==> config.mk <==
export PLATFORM = sky130hd
export DESIGN_NAME = vga_frame_scheduler
export DESIGN_NICKNAME = d
export VERILOG_FILES = /design/src/rtl/vga_frame_scheduler.sv
export SDC_FILE = /design/constraint.sdc
export NUM_CORES = 1
export LEC_CHECK = 0
export CAP_MARGIN = 10
export CORE_MARGIN = 10
export CORE_UTILIZATION = 56
export CTS_BUF_LIST = sky130_fd_sc_hd__clkbuf_4
export CTS_CLUSTER_SIZE = 10
export DETAILED_ROUTE_END_ITERATION = 16
export PLACE_DENSITY = 0.84
export SLEW_MARGIN = 20
export SYNTH_ARGS = -nofsm -noshare
export SYNTH_HDL_FRONTEND = slang
export SYNTH_SLANG_ARGS = --single-unit
==> constraint.sdc <==
create_clock -name clk25MHz -period 5.2 [get_ports clk25MHz]
set_input_delay 1.3 -clock clk25MHz [delete_from_list [all_inputs] [get_ports clk25MHz]]
set_output_delay 1.3 -clock clk25MHz [all_outputs]
set_load 0.02 [all_outputs]
==> src/rtl/vga_frame_scheduler.sv <==
// VGA 640x480@60 raster timing generator with a once-per-frame vblank update handshake.
// Latency: sync/blank/coordinate decodes are combinational from the registered counters;
//          handshake outputs are registered and follow the FSM with one clock of latency.
// Backpressure: none; the raster free-runs and upd_done is only sampled while the window is open.
//
// Ports:
//   clk25MHz     in   pixel clock
//   rst_n        in   synchronous active-low reset
//   upd_done     in   render logic finished its vblank update (level)
//   hsync/vsync  out  active-low sync pulses
//   video_on     out  inside the visible region
//   pixel_x/y    out  current column / line
//   frame_start  out  high at (0,0)
//   upd_req      out  update window open
//   buf_swap     out  one-cycle strobe, update accepted
//   frame_miss   out  one-cycle strobe, window closed without upd_done
//   frame_count  out  completed-frame counter (wraps at 2^16)
//   missed_frames out saturating miss counter, only when VGA_MISS_STATS_EN is defined
//
// Optional feature macro: VGA_MISS_STATS_EN

module vga_frame_scheduler #(
  parameter int H_ACTIVE    = 640,
  parameter int H_FP        = 16,
  parameter int H_SYNC      = 96,
  parameter int H_BP        = 48,
  parameter int V_ACTIVE    = 480,
  parameter int V_FP        = 10,
  parameter int V_SYNC      = 2,
  parameter int V_BP        = 33,
  parameter int GUARD_LINES = 2
) (
  input  logic        clk25MHz,
  input  logic        rst_n,
  input  logic        upd_done,
  output logic        hsync,
  output logic        vsync,
  output logic        video_on,
  output logic [9:0]  pixel_x,
  output logic [9:0]  pixel_y,
  output logic        frame_start,
  output logic        upd_req,
  output logic        buf_swap,
  output logic        frame_miss,
  output logic [15:0] frame_count
`ifdef VGA_MISS_STATS_EN
  ,
  output logic [7:0]  missed_frames
`endif
);

  localparam int H_TOTAL = H_ACTIVE + H_FP + H_SYNC + H_BP;
  localparam int V_TOTAL = V_ACTIVE + V_FP + V_SYNC + V_BP;

  localparam logic [9:0] H_MAX      = 10'(H_TOTAL - 1);
  localparam logic [9:0] V_MAX      = 10'(V_TOTAL - 1);
  localparam logic [9:0] H_VIS      = 10'(H_ACTIVE);
  localparam logic [9:0] V_VIS      = 10'(V_ACTIVE);
  localparam logic [9:0] HS_BEG     = 10'(H_ACTIVE + H_FP);
  localparam logic [9:0] HS_END     = 10'(H_ACTIVE + H_FP + H_SYNC);
  localparam logic [9:0] VS_BEG     = 10'(V_ACTIVE + V_FP);
  localparam logic [9:0] VS_END     = 10'(V_ACTIVE + V_FP + V_SYNC);
  // Window opens after the last visible line has fully scanned out.
  localparam logic [9:0] V_OPEN     = 10'(V_ACTIVE - 1);
  // Last line on which a pending update may still be accepted; the guard
  // lines after it give the renderer slack before active video restarts.
  localparam logic [9:0] V_DEADLINE = 10'(V_TOTAL - 1 - GUARD_LINES);

  typedef enum logic [2:0] {
    ST_IDLE,
    ST_REQ,
    ST_SWAP,
    ST_MISS,
    ST_WAIT
  } state_t;

  logic [9:0] h_cnt;
  logic [9:0] v_cnt;
  logic       h_wrap;
  logic       frame_end;

  state_t     state_q;
  state_t     state_d;

  assign h_wrap    = (h_cnt == H_MAX);
  assign frame_end = h_wrap && (v_cnt == V_MAX);

  // ---------------------------------------------------------------------------
  // Raster counters
  // ---------------------------------------------------------------------------
  always_ff @(posedge clk25MHz) begin
    if (!rst_n) begin
      h_cnt       <= '0;
      v_cnt       <= '0;
      frame_count <= '0;
    end else begin
      if (h_wrap) begin
        h_cnt <= '0;
        if (v_cnt == V_MAX) begin
          v_cnt <= '0;
        end else begin
          v_cnt <= v_cnt + 10'd1;
        end
      end else begin
        h_cnt <= h_cnt + 10'd1;
      end

      if (frame_end) begin
        frame_count <= frame_count + 16'd1;
      end
    end
  end

  // ---------------------------------------------------------------------------
  // Zero-latency decodes from the registered counters
  // ---------------------------------------------------------------------------
  assign pixel_x     = h_cnt;
  assign pixel_y     = v_cnt;
  assign hsync       = !((h_cnt >= HS_BEG) && (h_cnt < HS_END));
  assign vsync       = !((v_cnt >= VS_BEG) && (v_cnt < VS_END));
  assign video_on    = (h_cnt < H_VIS) && (v_cnt < V_VIS);
  assign frame_start = (h_cnt == 10'd0) && (v_cnt == 10'd0);

  // ---------------------------------------------------------------------------
  // Update-window handshake FSM
  // ---------------------------------------------------------------------------
  always_comb begin
    state_d = state_q;
    case (state_q)
      ST_IDLE: begin
        if (h_wrap && (v_cnt == V_OPEN)) begin
          state_d = ST_REQ;
        end
      end
      ST_REQ: begin
        // done is checked first so that a done on the deadline cycle still swaps
        if (upd_done) begin
          state_d = ST_SWAP;
        end else if (h_wrap && (v_cnt == V_DEADLINE)) begin
          state_d = ST_MISS;
        end
      end
      ST_SWAP: state_d = ST_WAIT;
      ST_MISS: state_d = ST_WAIT;
      ST_WAIT: begin
        if (frame_end) begin
          state_d = ST_IDLE;
        end
      end
      default: state_d = ST_IDLE;
    endcase
  end

  // Outputs are registered straight from the next state, so they line up
  // with the state register and carry no decode glitches.
  always_ff @(posedge clk25MHz) begin
    if (!rst_n) begin
      state_q    <= ST_IDLE;
      upd_req    <= 1'b0;
      buf_swap   <= 1'b0;
      frame_miss <= 1'b0;
    end else begin
      state_q    <= state_d;
      upd_req    <= (state_d == ST_REQ);
      buf_swap   <= (state_d == ST_SWAP);
      frame_miss <= (state_d == ST_MISS);
    end
  end

`ifdef VGA_MISS_STATS_EN
  // Saturating count of missed windows; only reset clears it.
  always_ff @(posedge clk25MHz) begin
    if (!rst_n) begin
      missed_frames <= '0;
    end else if (frame_miss && (missed_frames != 8'hFF)) begin
      missed_frames <= missed_frames + 8'd1;
    end
  end
`endif

endmodule

==> impl_metrics.toml, run 1 <==
[yosys]
ys_top_cells_by_area = "dfxtp_1, o31ai_1, or4_1"
yosysWarnings = 0
syn-cell-area_mm2 = 0.00216
synth_area_per_cell_um2 = 8.95
synth.ff_latch_count = 42
syn_nets = 250
synthArstFlopShare_pct = 0
synth_edf_count = 0
yosysSeqAreaShare_pct = 39.0
synth_cells = 241
synthFlopType = "dfxtp_1"
synth_cell_types = 46
synth.most_common_cell = "dfxtp_1"
yosysTopAreaCellShare_pct = 39.0
synth.top_cells.by_count = "dfxtp_1, a21oi_1, o31ai_1, or4_1, nand2_1"
synth_top_cell_by_area = "dfxtp_1"

[global_route]
grt_max_degree = 26
grt_pass1_wl_mm = 8.68
antenna_found_initial = 0
grt_usage_pct = 16.0
grt.overflow.total = 0
grt_pass1_vias = 1762

[setup_path]
cpPeakStageDelay_ps = 670
cp-end-kind = "output port"
arrival_ps = 2430
crit_required_ps = 3900
critPathMaxFanout = 6
crit_slowest_cell = "clkdlybuf4s50_1"
crit_type = "register to output port"
critical-path-top-delay-family = "simple AND/OR/NAND/NOR gates"
cp_cell_sequence = "inv_1 -> ha_1 -> or4b_2 -> nor4_1 -> clkdlybuf4s50_1"
worstSetupStartpointType = "register"
crit_buf_inv = 2

[drt]
wirelength_mm = 5.29
drtAntennaViolNets = 0
viasPerCell = 6.03
vias = 2015
drtIter0Drc = 125
drc = 0
drt-wirelength-per-cell_um = 15.8
drtPass1Iterations = 4

[final_layout]
drive_above_1_share_pct = 9.44
utilization_pct = 73.6
syn2layout_area_growth_pct = 25.9
nets = 294
antennaDiodeCount = 0

[die]
num_rows = 22
start_util_pct = 58.4
dieArea_mm2 = 0.00673
ios = 46
coreArea_mm2 = 0.00369
die_h_um = 82.0
die_w_um = 82.0

[clock_network]
cts-root-buf = "clkbuf_4"
post_cts.repair.setup_buffers = 0
cts_sinks = 42
cts_buffer_depth = 2
numCtsBuffers = 5
cts_tree = "done"
post_cts_resized = 0
postCtsHoldBufs = 0
clk_latency_ps = 350
htree_levels = 2
clkTransAtPathRegs_ps = 130

[timing]
fmax_mhz = 268
fin_skew_ps = 12.4
fin_crit_ps = 3730
fin_ws_ps = 1470
finalSetupViolations = 0
max_slew_margin_pct = 51.1
hold_viol_final = 0
fin_setup_tns_ps = 0
tightest_slew_ps = 728
finalCritPeriodShare_pct = 71.7
drv_slew = 0
rsz0062_at_grt = "no"

[flow_run]
maxCapViolations = 0

[worst_hold_path]
worstHoldPathType = "register to register"

[power]
power_mw = 0.604
p_leak_nw = 0.940
cellPowerDensity_mw_per_mm2 = 223
vdd_drop_max_mv = 0.210

[place]
port-buffer-count = 45
globalplace.congestion = 0.848
hpwl_mm = 3.83
pre_cts_slack_ps = 1870

[run_status]
status = "complete, no violations"
## state kept, by name, summed over array words and instances, names as in the netlist
| signal | flops |
|---|---|
| buf_swap | 1 |
| frame_count | 16 |
| frame_miss | 1 |
| pixel_x | 10 |
| pixel_y | 10 |
| state_q | 3 |
| upd_req | 1 |
## cell families after synthesis
kind of cell,Yosys count,share of synthesized area (%)
AOI/OAI and AO/OA,54,15.1
xor gates and xnor gates,10,4.06
buffers and inverters,16,3.89
adders and majority gates,6,3.48
and+or+nand+nor,112,34.0
DFF,42,39.0
muxes,1,0.464
## layout make-up
| type | instances | area, µm² |
|---|---|---|
| repair buffers | 45 | 450 |
| clock inverters | 3 | 63.8 |
| multi-input cells | 183 | 1230 |
| inverters | 8 | 30.0 |
| fillers | 294 | 975 |
| well taps | 48 | 60.1 |
| flip-flops and latches | 42 | 841 |
| clock buffers | 5 | 37.5 |
## placed cells by master, fill, tap and decap left out, types with 2 or more instances in the layout
master / count
clkdlybuf4s50_1: 45
dfxtp_1: 42
a21oi_1: 25
or4_1: 17
o31ai_1: 17
nand2_1: 15
nor2_1: 14
nand3_1: 13
inv_1: 8
nand4_1: 7
o21ai_0: 7
xor2_1: 7
ha_1: 6
and3_1: 5
or3_1: 5
clkbuf_4: 5
and3_2: 4
or4b_2: 3
xnor2_1: 3
and4_1: 3
nor3b_1: 2
or2_2: 2
nor2b_1: 2
nor4_1: 2
and2_1: 2
nand4_2: 2
nand3_2: 2
bufinv_16: 2
## worst register-to-register path: stages (launching register included)
cell and delay [ps]:
dfxtp_1 430, ha_1 210, and3_1 370, nand4_2 540, o21ai_1 800, nor2_1 120
## layer usage
layer	track usage (%)	vias up	routed length (µm)
met5	0	-	0
met4	3.57	0	51
met3	6.44	9	480
met2	24.5	55	2380
met1	20.7	945	2380
li1	-	1006	-
## power by group
part	total [mW]	internal [mW]	switching, mW
combinational	0.0238	0.0103	0.0135
clock	0.254	0.148	0.106
sequential	0.326	0.324	0.00260
## through the flow
stage                     area, µm²  hold WS, ps  std cells
after detailed placement       2610          483        326
final                          2710          495        334
after global routing           2710          522        334
after floorplan                2160          473        241
after CTS                      2710          502        334
after global placement         2610          461        326
## final timing paths
check                                                  start                           end  slack, ps  depth (start not counted)
worst min register to register  frame_count[15]$_SDFFE_PN0P_  frame_count[15]$_SDFFE_PN0P_        490                          2
worst max-delay path                   pixel_x[0]$_SDFF_PP0_                   frame_start       1470                          5
worst min-delay path            frame_count[15]$_SDFFE_PN0P_  frame_count[15]$_SDFFE_PN0P_        490                          2
worst max register to register         pixel_x[0]$_SDFF_PP0_       pixel_y[0]$_SDFFE_PN0P_       2590                          5
No activity file was read; power rests on OpenSTA's default activity.
==> inputs of run 2 (changes only) <==
- CORE_UTILIZATION: 56 -> 52
- PLACE_DENSITY: 0.84 -> 0.78
- clock period: 5.2 -> 3.7 ns (I/O delays scaled with it)
==> run 2 against run 1 <==
Clock skew is 2.0 ps lower. Cell count is 0.30% higher. Clock power is 11% higher. Combinational power is 41% higher. Non-clock buffer count stayed put. Hold slack worse by 2.4 ps. First-iteration DRC count is 12% higher. Setup slack worse by 1100 ps. Wire length is 3.6% higher. Design area is 1.0% lower. Register-to-register slack worse by 1500 ps. Global-route usage is 0.62 points lower. Largest cell class unchanged. Largest power group unchanged.
==> impl_metrics.toml, run 2 (synthesis results as in run 1) <==
[timing]
max_slew_margin_pct = 55.5
fin_ws_ps = 364
hold_viol_final = 0
rsz0062_at_grt = "no"
drv_slew = 0
finalCritPeriodShare_pct = 90.2
fin_skew_ps = 10.4
fin_crit_ps = 3340
tightest_slew_ps = 667
fin_setup_tns_ps = 0
finalSetupViolations = 0
fmax_mhz = 300

[power]
p_int_mw = 0.606
switching_share_pct = 21.8
p_comb_share_pct = 4.3
vdd_drop_max_mv = 0.196
power_mw = 0.775
seq_power_share_pct = 59.2
pwr-share-clk_pct = 36.5
cellPowerDensity_mw_per_mm2 = 289
p_leak_nw = 0.926
p_switching_mw = 0.169

[drt]
wirelength_mm = 5.48
drtIter0Drc = 140
drc = 0
vias = 2034
drtPass1Iterations = 5
viasPerCell = 6.07
drt-wirelength-per-cell_um = 16.3
drtAntennaViolNets = 0

[final_layout]
drive_above_1_share_pct = 9.12
largest_register_ffs = 16
largest-register = "frame_count"
layout_commonest_cell = "clkdlybuf4s50_1"
syn2layout_area_growth_pct = 24.6
nets = 294
fillers = 346
antennaDiodeCount = 0
layout_common_cells = "clkdlybuf4s50_1, dfxtp_1, a21oi_1"

[clock_network]
cts_sinks = 42
htree_levels = 2
clkTransAtPathRegs_ps = 120
numCtsBuffers = 5
post_cts.repair.setup_buffers = 0
cts_buffer_depth = 2
clk_latency_ps = 350
cts-root-buf = "clkbuf_4"
cts_tree = "done"
postCtsHoldBufs = 0
post_cts_resized = 0

[global_route]
grt_pass1_vias = 1878
grt_busiest_layer = "met2"
antenna_found_initial = 0
grt_pass1_wl_mm = 9.35
grt_use_met1_pct = 20.3
grt.overflow.total = 0
grt_max_degree = 26
grt_use_met2_pct = 22.2
grt_usage_pct = 15.4
grtUsageMet3_pct = 6.47

[die]
start_util_pct = 53.9
die_h_um = 84.4
ios = 46
dieArea_mm2 = 0.00712
num_rows = 23
coreArea_mm2 = 0.00400
die_w_um = 84.4

[setup_path]
crit_required_ps = 2770
worstSetupStartpointType = "register"
critPathMaxFanout = 6
cp-end-kind = "output port"
reg2reg_depth = 5
rrSetupSlack_ps = 1080
arrival_ps = 2410
crit_type = "register to output port"
reg2reg_from = "pixel_x[0]$_SDFF_PP0_"
rr_endpoint = "pixel_y[3]$_SDFFE_PN0P_"

[worst_hold_path]
min_from = "frame_count[15]$_SDFFE_PN0P_"
worstHoldPathType = "register to register"
holdPathStages = 2
hold_end = "frame_count[15]$_SDFFE_PN0P_"

[flow_run]
maxCapViolations = 0

[place]
globalplace.congestion = 0.804
pre_cts_slack_ps = 764
port-buffer-count = 45
hpwl_mm = 3.95

[run_status]
status = "complete, no violations"
==> run 2: layout make-up <==
cell class / instances / area (µm²) / area share (%)
timing repair buffer: 45 / 450 / 16.8
sequential: 42 / 841 / 31.3
inverter: 8 / 30.0 / 1.12
multi-input combinational: 183 / 1230 / 45.8
tap: 50 / 62.6 / 2.33
clock inverter: 2 / 33.8 / 1.26
clock buffer: 5 / 37.5 / 1.40
==> run 2: worst max-delay path by stage <==
stage | start | end | depth (start not counted)
floorplan | pixel_x[0]$_SDFF_PP0_ | frame_start | 4
global placement | pixel_x[0]$_SDFF_PP0_ | frame_start | 5
detailed placement | pixel_x[0]$_SDFF_PP0_ | frame_start | 5
CTS | pixel_x[0]$_SDFF_PP0_ | frame_start | 5
global route | pixel_y[5]$_SDFFE_PN0P_ | frame_start | 4
finish | pixel_x[0]$_SDFF_PP0_ | frame_start | 5
==> run 2: power groups by stage <==
stage               registers [mW]  clock network, mW  logic, mW
global placement             0.468                  0     0.0337
finish                       0.459              0.283     0.0335
CTS                          0.459              0.290     0.0338
floorplan                    0.471                  0     0.0167
global route                 0.460              0.311     0.0365
detailed placement           0.469                  0     0.0335
==> run 2: through the flow <==
step                      area [µm²]  hold WS, ps  util, %  instances
after floorplan                 2160          473        -        241
after global placement          2620          460     65.4        328
after detailed placement        2620          481     65.4        328
after CTS                       2690          499     67.2        335
after global routing            2690          526     67.2        335
final                           2690          492     67.2        335
==> run 2: critical path, cell delays in order, from the launching register on <==
cell,delay [ps]
dfxtp_1,380
inv_1,70
ha_1,130
or4b_2,570
nor4_1,240
clkdlybuf4s50_1,670
==> run 2: per-layer routing <==
layer	vias up	part of all wire, %
li1	1009	-
met1	965	46
met2	52	45
met3	8	7.5
met4	0	1.4
met5	-	0
